## src/rtl/seg7_scan_ctrl.sv

```systemverilog
// Multiplexed 7-segment scan controller with hex / sequential double-dabble decimal load path.
// Optional leading-zero blanking is enabled by defining SEG7_LZB_EN.
//
// state    | meaning
// ST_IDLE  | waiting for load_in
// ST_HEX   | hex value captured, commit on this edge
// ST_START | decimal value captured, clear converter and raise busy_out
// ST_CONV  | one double-dabble step per cycle, commit on the last step
module seg7_scan_ctrl #(
    parameter int NUM_DIGITS    = 4,
    parameter int VALUE_WIDTH   = 14,
    parameter int SCAN_DIV_LOG2 = 17
) (
    input  logic                   clk_in,
    input  logic                   rst_n_in,
    input  logic [VALUE_WIDTH-1:0] value_in,
    input  logic                   load_in,
    input  logic                   hex_mode_in,
    output logic                   busy_out,
    output logic [NUM_DIGITS-1:0]  an_out,
    output logic [6:0]             seg_out
);

    localparam int DW    = 4 * NUM_DIGITS;
    localparam int IDX_W = (NUM_DIGITS > 1) ? $clog2(NUM_DIGITS) : 1;
    localparam int CNT_W = $clog2(VALUE_WIDTH + 1);

    typedef enum logic [1:0] {
        ST_IDLE,
        ST_HEX,
        ST_START,
        ST_CONV
    } state_t;

    state_t                   state;
    logic [SCAN_DIV_LOG2-1:0] scan_cnt;
    logic [IDX_W-1:0]         digit_idx;
    logic [DW-1:0]            digits;
    logic                     ovf;
    logic [VALUE_WIDTH-1:0]   val_cap;
    logic [DW-1:0]            bcd;
    logic                     bcd_ovf;
    logic [CNT_W-1:0]         step_cnt;

    logic [DW-1:0]            adj;
    logic [DW-1:0]            bcd_next;
    logic                     bcd_carry;
    logic [DW-1:0]            hex_dig;
    logic                     hex_ovf;
    logic [3:0]               cur_dig;

    always_ff @(posedge clk_in or negedge rst_n_in) begin
        if (!rst_n_in) begin
            scan_cnt  <= '0;
            digit_idx <= '0;
        end else begin
            scan_cnt <= scan_cnt + 1'b1;
            if (&scan_cnt) begin
                if (digit_idx == IDX_W'(NUM_DIGITS - 1))
                    digit_idx <= '0;
                else
                    digit_idx <= digit_idx + 1'b1;
            end
        end
    end

    generate
        if (VALUE_WIDTH > DW) begin : g_hex_wide
            assign hex_dig = val_cap[DW-1:0];
            assign hex_ovf = |val_cap[VALUE_WIDTH-1:DW];
        end else begin : g_hex_narrow
            assign hex_dig = DW'(val_cap);
            assign hex_ovf = 1'b0;
        end
    endgenerate

    always_comb begin
        adj = bcd;
        for (int i = 0; i < NUM_DIGITS; i++) begin
            if (bcd[4*i +: 4] >= 4'd5)
                adj[4*i +: 4] = bcd[4*i +: 4] + 4'd3;
        end
    end

    // A bit carried out of the top digit means the value needs more digits than we have.
    assign bcd_carry = adj[DW-1];
    assign bcd_next  = {adj[DW-2:0], val_cap[VALUE_WIDTH-1]};

    always_ff @(posedge clk_in or negedge rst_n_in) begin
        if (!rst_n_in) begin
            state    <= ST_IDLE;
            busy_out <= 1'b0;
            digits   <= '0;
            ovf      <= 1'b0;
            val_cap  <= '0;
            bcd      <= '0;
            bcd_ovf  <= 1'b0;
            step_cnt <= '0;
        end else begin
            case (state)
                ST_IDLE: begin
                    if (load_in) begin
                        val_cap <= value_in;
                        state   <= hex_mode_in ? ST_HEX : ST_START;
                    end
                end
                ST_HEX: begin
                    digits <= hex_dig;
                    ovf    <= hex_ovf;
                    state  <= ST_IDLE;
                    if (load_in) begin
                        val_cap <= value_in;
                        state   <= hex_mode_in ? ST_HEX : ST_START;
                    end
                end
                ST_START: begin
                    // busy_out is still low here, so a new load supersedes the pending one.
                    if (load_in) begin
                        val_cap <= value_in;
                        state   <= hex_mode_in ? ST_HEX : ST_START;
                    end else begin
                        busy_out <= 1'b1;
                        bcd      <= '0;
                        bcd_ovf  <= 1'b0;
                        step_cnt <= CNT_W'(VALUE_WIDTH);
                        state    <= ST_CONV;
                    end
                end
                ST_CONV: begin
                    bcd      <= bcd_next;
                    bcd_ovf  <= bcd_ovf | bcd_carry;
                    val_cap  <= val_cap << 1;
                    step_cnt <= step_cnt - 1'b1;
                    if (step_cnt == CNT_W'(1)) begin
                        digits   <= bcd_next;
                        ovf      <= bcd_ovf | bcd_carry;
                        busy_out <= 1'b0;
                        state    <= ST_IDLE;
                    end
                end
                default: state <= ST_IDLE;
            endcase
        end
    end

    function automatic logic [6:0] seg7_decode(input logic [3:0] d);
        case (d)
            4'h0: seg7_decode = 7'b0000001;
            4'h1: seg7_decode = 7'b1001111;
            4'h2: seg7_decode = 7'b0010010;
            4'h3: seg7_decode = 7'b0000110;
            4'h4: seg7_decode = 7'b1001100;
            4'h5: seg7_decode = 7'b0100100;
            4'h6: seg7_decode = 7'b0100000;
            4'h7: seg7_decode = 7'b0001111;
            4'h8: seg7_decode = 7'b0000000;
            4'h9: seg7_decode = 7'b0000100;
            4'hA: seg7_decode = 7'b0001000;
            4'hB: seg7_decode = 7'b1100000;
            4'hC: seg7_decode = 7'b0110001;
            4'hD: seg7_decode = 7'b1000010;
            4'hE: seg7_decode = 7'b0110000;
            default: seg7_decode = 7'b0111000;
        endcase
    endfunction

    assign cur_dig = digits[int'(digit_idx)*4 +: 4];
    assign an_out  = ~(NUM_DIGITS'(1) << digit_idx);

`ifdef SEG7_LZB_EN
    logic [NUM_DIGITS-1:0] blank;
    logic                  upper_zero;

    always_comb begin
        blank      = '0;
        upper_zero = 1'b1;
        for (int i = NUM_DIGITS - 1; i > 0; i--) begin
            upper_zero = upper_zero & (digits[4*i +: 4] == 4'd0);
            blank[i]   = upper_zero;
        end
    end

    always_comb begin
        if (ovf)
            seg_out = 7'b1111110;
        else if (blank[digit_idx])
            seg_out = 7'b1111111;
        else
            seg_out = seg7_decode(cur_dig);
    end
`else
    always_comb begin
        if (ovf)
            seg_out = 7'b1111110;
        else
            seg_out = seg7_decode(cur_dig);
    end
`endif

endmodule

```

## config.mk

```make
export PLATFORM = sky130hd
export DESIGN_NAME = seg7_scan_ctrl
export DESIGN_NICKNAME = d
export VERILOG_FILES = /design/src/rtl/seg7_scan_ctrl.sv
export SDC_FILE = /design/constraint.sdc
export NUM_CORES = 1
export LEC_CHECK = 0
export ABC_AREA = 1
export CORE_MARGIN = 5
export CORE_UTILIZATION = 30
export CTS_BUF_LIST = sky130_fd_sc_hd__clkbuf_2 sky130_fd_sc_hd__clkbuf_4 sky130_fd_sc_hd__clkbuf_8
export CTS_CLUSTER_DIAMETER = 200
export DETAILED_ROUTE_END_ITERATION = 16
export GPL_TIMING_DRIVEN = 0
export HOLD_SLACK_MARGIN = 0.03
export PLACE_DENSITY = 0.58
export SETUP_SLACK_MARGIN = 0.15
export SLEW_MARGIN = 20
export SYNTH_ARGS = -nofsm -noshare
export SYNTH_HDL_FRONTEND = slang
export SYNTH_SLANG_ARGS = --single-unit
```

## constraint.sdc

```tcl
create_clock -name clk_in -period 3.2 [get_ports clk_in]
set_clock_uncertainty 0.2 [all_clocks]
set_input_delay 0.96 -clock clk_in [delete_from_list [all_inputs] [get_ports clk_in]]
set_output_delay 0.96 -clock clk_in [all_outputs]
set_load 0.01 [all_outputs]
```

==> results of run 1 <==
[sequential cells by signal (all words and copies together) (netlist names)]
name	flops
digits	16
scan_cnt	17
digit_idx	2
ovf	1
val_cap	14
busy_out	1
step_cnt	4
state	2
bcd_ovf	1
bcd	16
[how the worst max path moves through the flow]
stage / end / slack, ns / depth (start not counted)
5_1_grt: seg_out[0] / -0.12 / 13
2_1_floorplan: seg_out[4] / 0.35 / 11
3_3_place_gp: scan_cnt[8]$_DFF_PN0_ / -1.66 / 1
4_1_cts: seg_out[5] / 0.01 / 13
3_5_place_dp: seg_out[4] / -0.36 / 9
6_report: seg_out[5] / -0.001 / 13
[routing by layer]
layer	vias up	track usage [%]	share of wire, %
met5	-	0	0
met4	0	4.35	1.5
met3	12	2.71	4.4
met2	82	19.6	47
met1	1696	17.4	48
li1	1734	-	-
[cell usage in the layout (no fill, tap or decap), types with 2 or more instances in the layout]
cell	count
ha_4	4
ha_2	3
nand2_2	6
buf_4	15
dfrtp_1	73
nand3_1	39
buf_2	11
inv_4	3
o21ai_0	57
ha_1	16
inv_2	6
nand2_4	10
bufinv_16	3
nand2_1	102
nand3_2	5
inv_1	47
nor3_1	3
xor2_1	9
mux2_2	6
clkbuf_8	10
clkinv_2	2
nor2_1	34
buf_6	13
clkdlybuf4s50_1	18
nand3_4	7
nand4_1	5
xnor2_1	6
a31oi_1	4
a21oi_1	24
[cells by family (layout without fill, tap and decap cells)]
| kind of cell | after synthesis | count (layout) |
|---|---|---|
| AO/OA/AOI/OAI | 90 | 90 |
| XOR/XNOR | 15 | 15 |
| adder cells (fa/ha/maj) | 23 | 23 |
| buffers and inverters | 73 | 135 |
| flip-flops | 74 | 74 |
| multiplexers | 7 | 7 |
| AND/OR/NAND/NOR | 213 | 213 |
[worst reg2reg max path: cells and delay by family, from the launching register on]
| kind | cells | cell delay, ns |
|---|---|---|
| compound gates | 1 | 0.07 |
| flops | 1 | 0.38 |
| fa+ha+maj | 2 | 0.46 |
| simple gates | 5 | 0.79 |
[repair_timing]
action	in CTS	in global routing
pin swaps	14	20
endpoints found under the setup margin	9	8
hold buffers	0	0
cloned	1	0
setup buffers	11	6
gates resized for setup	69	26
[final cells by class]
class | instances | area (µm²)
Inverter | 58 | 231
Fill cell | 1343 | 8090
Clock inverter | 5 | 103
Multi-Input combinational cell | 348 | 2130
Clock buffer | 10 | 138
Sequential cell | 74 | 1850
Tap cell | 176 | 220
Buffer | 15 | 130
Timing Repair Buffer | 47 | 448
[through the flow]
step	area, µm²	TNS, ns	hold slack (ns)	utilization, %	power (mW)
floorplan	4110	0	0.222	-	2.64
global placement	4610	-123.91	0.237	34.5	3.22
detailed placement	4630	-1.66	0.247	34.7	3.27
CTS	5090	0	0.257	38.1	4.29
global route	5260	-0.582	0.268	39.4	4.78
finish	5260	-0.00150	0.258	39.4	4.44
[report_power, final]
group | total [mW] | switching [mW] | internal (mW)
combinational | 2.08 | 1.21 | 0.876
sequential | 1.47 | 0.241 | 1.23
clock | 0.888 | 0.354 | 0.534
==> run_results.csv, run 1 <==
group,metric,value,unit
global_route,grt_start_max_net_pins,58,
worst_setup_path,worst_r2r_endpoint,"digit_idx[0]$_DFFE_PN0P_",
timing,maxSlewHeadroom,72.3,%
finish,layout-drive-gt1-share,20.3,%
worst_setup_path,cp_slowest_cell,"dfrtp_1",
yosys,post-synth-top-count-cell,"nand2_1",
worst_setup_path,timing.rr.start,"scan_cnt[0]$_DFF_PN0_",
yosys,synth_cell_type_count,29,
power,ir_worst_vdd,0.286,mV
yosys,synth_nets,536,
yosys,portion_of_the_post_synthesis_area_used_by_sequential_elements,45.1,%
worst_setup_path,worstPathRequired,2.04,ns
yosys,post_synthesis_mean_instance_area,8.30,µm²
yosys,top_area_cells_in_the_synthesized_netlist,"dfrtp_1 45%, nand2_1 10%, ha_1 7.0%",
yosys,synth_cells,495,
floorplan,die_width,127,µm
worst_setup_path,worstPathArrival,2.04,ns
worst_hold_path,holdPathEnd,"scan_cnt[0]$_DFF_PN0_",
power,power.density_cell_area,844,mW/mm²
timing,final_max_slew_viol_count,0,
worst_setup_path,kind_of_end_point_of_the_critical_path,"output pin",
route,drt-initial-drc-count,293,
worst_hold_path,hold-path-cell-count,1,
worst_setup_path,path_common_cell,"nand2_1",
timing,final_min_period_over_clock_period,100,%
global_route,number_of_antenna_violations_at_the_first_check_in_global_routing,0,
yosys,synth_top_area_share,45.1,%
timing,finalSetupViolations,1,
place,dpl_worst_slack,-0.365,ns
job,maximum_capacitance_violations,0,
yosys,post-synth-top-area-cell,"dfrtp_1",
place,port-buffer-count,28,
timing,rsz0062_at_grt,"yes",
yosys,synth_seq_cells,74,
place,routabilityCongestion,0.793,
floorplan,rows,42,
worst_hold_path,timing.hold.worst.start,"scan_cnt[0]$_DFF_PN0_",
global_route,wire_length_of_the_first_global_routing_pass,16700,µm
yosys,number_of_flops_mapped_to_enable_cells_by_yosys,0,
timing,setup_slack,-0.00150,ns
route,routed_via_density,4.81,
clocking,cts_buffers,9,
floorplan,core_region_area,0.0133,mm²
global_route,grt_remaining_overflow,0,
yosys,synth_async_sr_flop_share,100,%
timing,worst_slew_pin_slew,0.412,ns
yosys,synthAdderAreaFrac,7.00,%
worst_setup_path,worst-setup-path-type,"register to output pin",
yosys,yosys.area_share.simple,22.9,%
yosys,synth_top_flop_cell,"dfrtp_1",
yosys,yosys-top-cells-count,"113 x nand2_1, 74 x dfrtp_1, 57 x o21ai_0",
route,drc_errors,0,
place,sum_of_net_half_perimeters_after_detailed_placement,6830,µm
yosys,yosysWarningCount,0,
route,vias,3524,
worst_hold_path,hp-class,"register to register",
yosys,synth_xor_xnor_area_share,3.20,%
worst_setup_path,critical_path.startpoint_type,"register",
finish,areaGrowthSynthToFinish,27.9,%
yosys,synthMuxAreaShare,1.89,%
worst_setup_path,rr_worst_depth,8,
power,power.leakage,2.47,nW
clocking,worstSkewPairLatency,0.36,ns
worst_setup_path,worstSetupStartpoint,"digit_idx[0]$_DFFE_PN0P_",
worst_setup_path,critical_path_buf_inv_count,5,
status,outcome,"finished, violations left",
floorplan,starting_density_of_the_core,30.8,%
timing,finalHoldViolations,0,
worst_setup_path,gate_family_responsible_for_the_most_delay_along_the_worst_path,"buffers and inverters",
yosys,post_synth_instance_area,0.00411,mm²
status,violations,"setup timing",
route,drt_pass_1_iters,4,
clocking,cts_tree,"done",
finish,insertedDiodeCount,0,
route,wire_per_inst,13.5,µm
route,route.antenna.remaining_nets,0,
clocking,cts_root_buffer,"clkbuf_8",
clocking,htree_levels,3,
clocking,clk_pin_slew_worst_paths,0.08,ns
worst_setup_path,worst-r2r-setup-slack,1.23,ns
finish,final_cell_count_no_fill,733,
floorplan,floorplan.die_area,0.0161,mm²
yosys,synth_compound_area_share,11.5,%
place,dp_cells,700,
clocking,cts.path.max_buffers,2,
floorplan,dieHeight,127,µm
global_route,all_layer_global_routing_usage,12.6,%
yosys,dominant_combinational_cell_family_by_area_after_synthesis,"simple AND/OR/NAND/NOR gates",
timing,final_period_minus_worst_setup_slack,3.20,ns
finish,fin_nets,594,
worst_setup_path,crit_path_max_incr_delay,0.40,ns
worst_setup_path,worstPathCellList,"buf_6 -> inv_4 -> buf_8 -> nand2_2 -> nand3_4 -> nand2_4 -> buf_6 -> ha_4 -> nand3_4 -> nand2_1 -> nand2_1 -> nand2_1 -> buf_2",
route,totalWireLength,9910,µm
timing,maxClockFrequency,312,MHz
clocking,tritoncts_num_sinks,74,
worst_setup_path,critPathMaxFanout,6,
global_route,first_global_vias,3518,
floorplan,floorplan.io_pins,30,
No activity file was read; power rests on OpenSTA's default activity.
==> inputs of run 2 (changes only) <==
--- a/config.mk
+++ b/config.mk
@@ -7,13 +7,13 @@
 export LEC_CHECK = 0
 export ABC_AREA = 1
 export CORE_MARGIN = 5
-export CORE_UTILIZATION = 30
+export CORE_UTILIZATION = 60
 export CTS_BUF_LIST = sky130_fd_sc_hd__clkbuf_2 sky130_fd_sc_hd__clkbuf_4 sky130_fd_sc_hd__clkbuf_8
 export CTS_CLUSTER_DIAMETER = 200
 export DETAILED_ROUTE_END_ITERATION = 16
 export GPL_TIMING_DRIVEN = 0
 export HOLD_SLACK_MARGIN = 0.03
-export PLACE_DENSITY = 0.58
+export PLACE_DENSITY = 0.93
 export SETUP_SLACK_MARGIN = 0.15
 export SLEW_MARGIN = 20
 export SYNTH_ARGS = -nofsm -noshare
==> run_results.csv, run 2 (synthesized netlist as in run 1, its figures left out) <==
group,metric,value,unit
timing,worst_slew_pin_slew,0.429,ns
power,fin_total_pwr,4.35,mW
route,drt-initial-drc-count,467,
finish,registers.top_by_ff_count,"scan_cnt",
floorplan,floorplan.die_area,0.00860,mm²
timing,final_period_minus_worst_setup_slack,3.23,ns
global_route,all_layer_global_routing_usage,25.8,%
worst_hold_path,hp-class,"primary input to asynchronous set/reset pin",
floorplan,floorplan.io_pins,30,
clocking,cts.path.max_buffers,2,
floorplan,rows,30,
job,maximum_capacitance_violations,0,
timing,maxClockFrequency,310,MHz
clocking,tritoncts_num_sinks,74,
route,routed_via_density,6.00,
timing,finalHoldViolations,0,
clocking,cts_tree,"done",
worst_setup_path,critical_path.startpoint_type,"register",
power,power.leakage,2.40,nW
global_route,wire_length_of_the_first_global_routing_pass,17400,µm
status,outcome,"finished, violations left",
global_route,grt_start_max_net_pins,60,
power,ir_worst_vdd,0.562,mV
timing,final_max_slew_viol_count,0,
global_route,number_of_antenna_violations_at_the_first_check_in_global_routing,0,
worst_setup_path,worst_r2r_endpoint,"digit_idx[0]$_DFFE_PN0P_",
global_route,first_global_vias,3774,
worst_setup_path,kind_of_end_point_of_the_critical_path,"output pin",
finish,largest_reg_flops,17,
place,dpl_worst_slack,-0.340,ns
power,power.density_cell_area,873,mW/mm²
route,vias,3796,
route,wire_per_inst,17.1,µm
finish,insertedDiodeCount,0,
finish,fin_nets,589,
route,route.antenna.remaining_nets,0,
place,routabilityCongestion,0.888,
finish,top_regs,"scan_cnt: 17 flops, bcd: 16 flops, digits: 16 flops",
place,sum_of_net_half_perimeters_after_detailed_placement,6740,µm
finish,mostFrequentLayoutCells,"101 x nand2_1, 73 x dfrtp_1, 57 x o21ai_0, 47 x inv_1, 40 x nand3_1",
route,drt_pass_1_iters,8,
route,drc_errors,0,
worst_setup_path,timing.rr.start,"scan_cnt[0]$_DFF_PN0_",
floorplan,core_region_area,0.00672,mm²
worst_setup_path,worst-r2r-setup-slack,1.18,ns
worst_setup_path,rr_worst_depth,8,
global_route,grt_remaining_overflow,0,
worst_setup_path,worstPathRequired,2.04,ns
finish,areaGrowthSynthToFinish,21.3,%
worst_setup_path,worstPathArrival,2.07,ns
status,violations,"setup timing",
timing,final_min_period_over_clock_period,101,%
floorplan,die_width,92.8,µm
finish,commonest_non_fill_non_tap_cell_in_the_layout,"nand2_1",
clocking,worstSkewPairLatency,0.37,ns
timing,rsz0062_at_grt,"yes",
clocking,cts_hold_buffers,0,
clocking,cts_buffers,9,
clocking,cts_root_buffer,"clkbuf_8",
timing,setup_slack,-0.0265,ns
clocking,htree_levels,3,
place,port-buffer-count,28,
route,totalWireLength,10800,µm
floorplan,dieHeight,92.8,µm
worst_setup_path,worst-setup-path-type,"register to output pin",
timing,maxSlewHeadroom,71.2,%
finish,layout-drive-gt1-share,19.5,%
floorplan,starting_density_of_the_core,61.2,%
timing,finalSetupViolations,3,
clocking,clk_pin_slew_worst_paths,0.09,ns
worst_setup_path,critPathMaxFanout,7,
==> run 2: cell types whose count changed in the layout (fill, tap and decap cells not counted), moves of 2 or more <==
cell	change
nand2_2	+4
nand3_4	-2
ha_4	-2
nand2_4	-2
buf_6	-3
inv_2	+2
==> run 2: power breakdown <==
part / internal, mW / switching, mW
clock network: 0.451 / 0.373
logic: 0.800 / 1.24
registers: 1.23 / 0.264
total: 2.48 / 1.88
==> run 2: timing repair <==
| item | CTS | global route |
|---|---|---|
| pin swaps | 5 | 7 |
| buffers inserted | 10 | 3 |
| endpoints found under the hold margin | 0 | 0 |
| endpoints found under the setup margin | 9 | 8 |
| gates resized for setup | 56 | 23 |
==> run 2: worst max path at each step <==
| stage | from | endpoint | cells past startpoint |
|---|---|---|---|
| finish | digit_idx[0]$_DFFE_PN0P_ | seg_out[5] | 13 |
| CTS | digit_idx[0]$_DFFE_PN0P_ | seg_out[5] | 13 |
| detailed placement | digit_idx[1]$_DFFE_PN0P_ | seg_out[4] | 9 |
| global placement | rst_n_in | digit_idx[0]$_DFFE_PN0P_ | 1 |
| global route | digit_idx[0]$_DFFE_PN0P_ | seg_out[3] | 13 |
| floorplan | digit_idx[0]$_DFFE_PN0P_ | seg_out[4] | 11 |
==> run 2: critical path: stages (launching register included) <==
cell	delay (ns)
dfrtp_1	0.40
buf_6	0.14
inv_4	0.05
buf_8	0.13
nand2_4	0.05
nand3_2	0.07
nand2_2	0.09
buf_6	0.14
ha_4	0.27
nand3_4	0.07
nand2_2	0.07
nand2_1	0.05
nand2_1	0.04
buf_2	0.12
==> run 2: through the flow <==
stage	util, %	TNS (ns)	hold slack [ns]	instance area, µm²	instances
after floorplan	-	0	0.222	4110	495
after global placement	66.8	-108.22	0.234	4490	603
after detailed placement	67.2	-1.60	0.250	4510	604
after CTS	72.4	0	0.246	4860	630
after global routing	74.2	-0.694	0.245	4980	633
final	74.2	-0.0535	0.249	4980	633
==> run 2: per-layer routing <==
layer / share of wire [%] / wire, µm / up-vias / GRT usage (%)
li1: - / - / 1719 / -
met1: 37 / 4010 / 1784 / 30.8
met2: 50 / 5420 / 240 / 43.0
met3: 8.7 / 938 / 53 / 7.07
met4: 4.0 / 432 / 0 / 12.7
met5: 0 / 0 / - / 0
==> run 2: layout make-up <==
class	instances	area (µm²)
inverter	58	224
tap	80	100
fill	425	1730
buffer	15	130
clock inverter	6	90.1
sequential	74	1850
timing repair buffer	42	387
clock buffer	10	131
multi-input combinational	348	2070
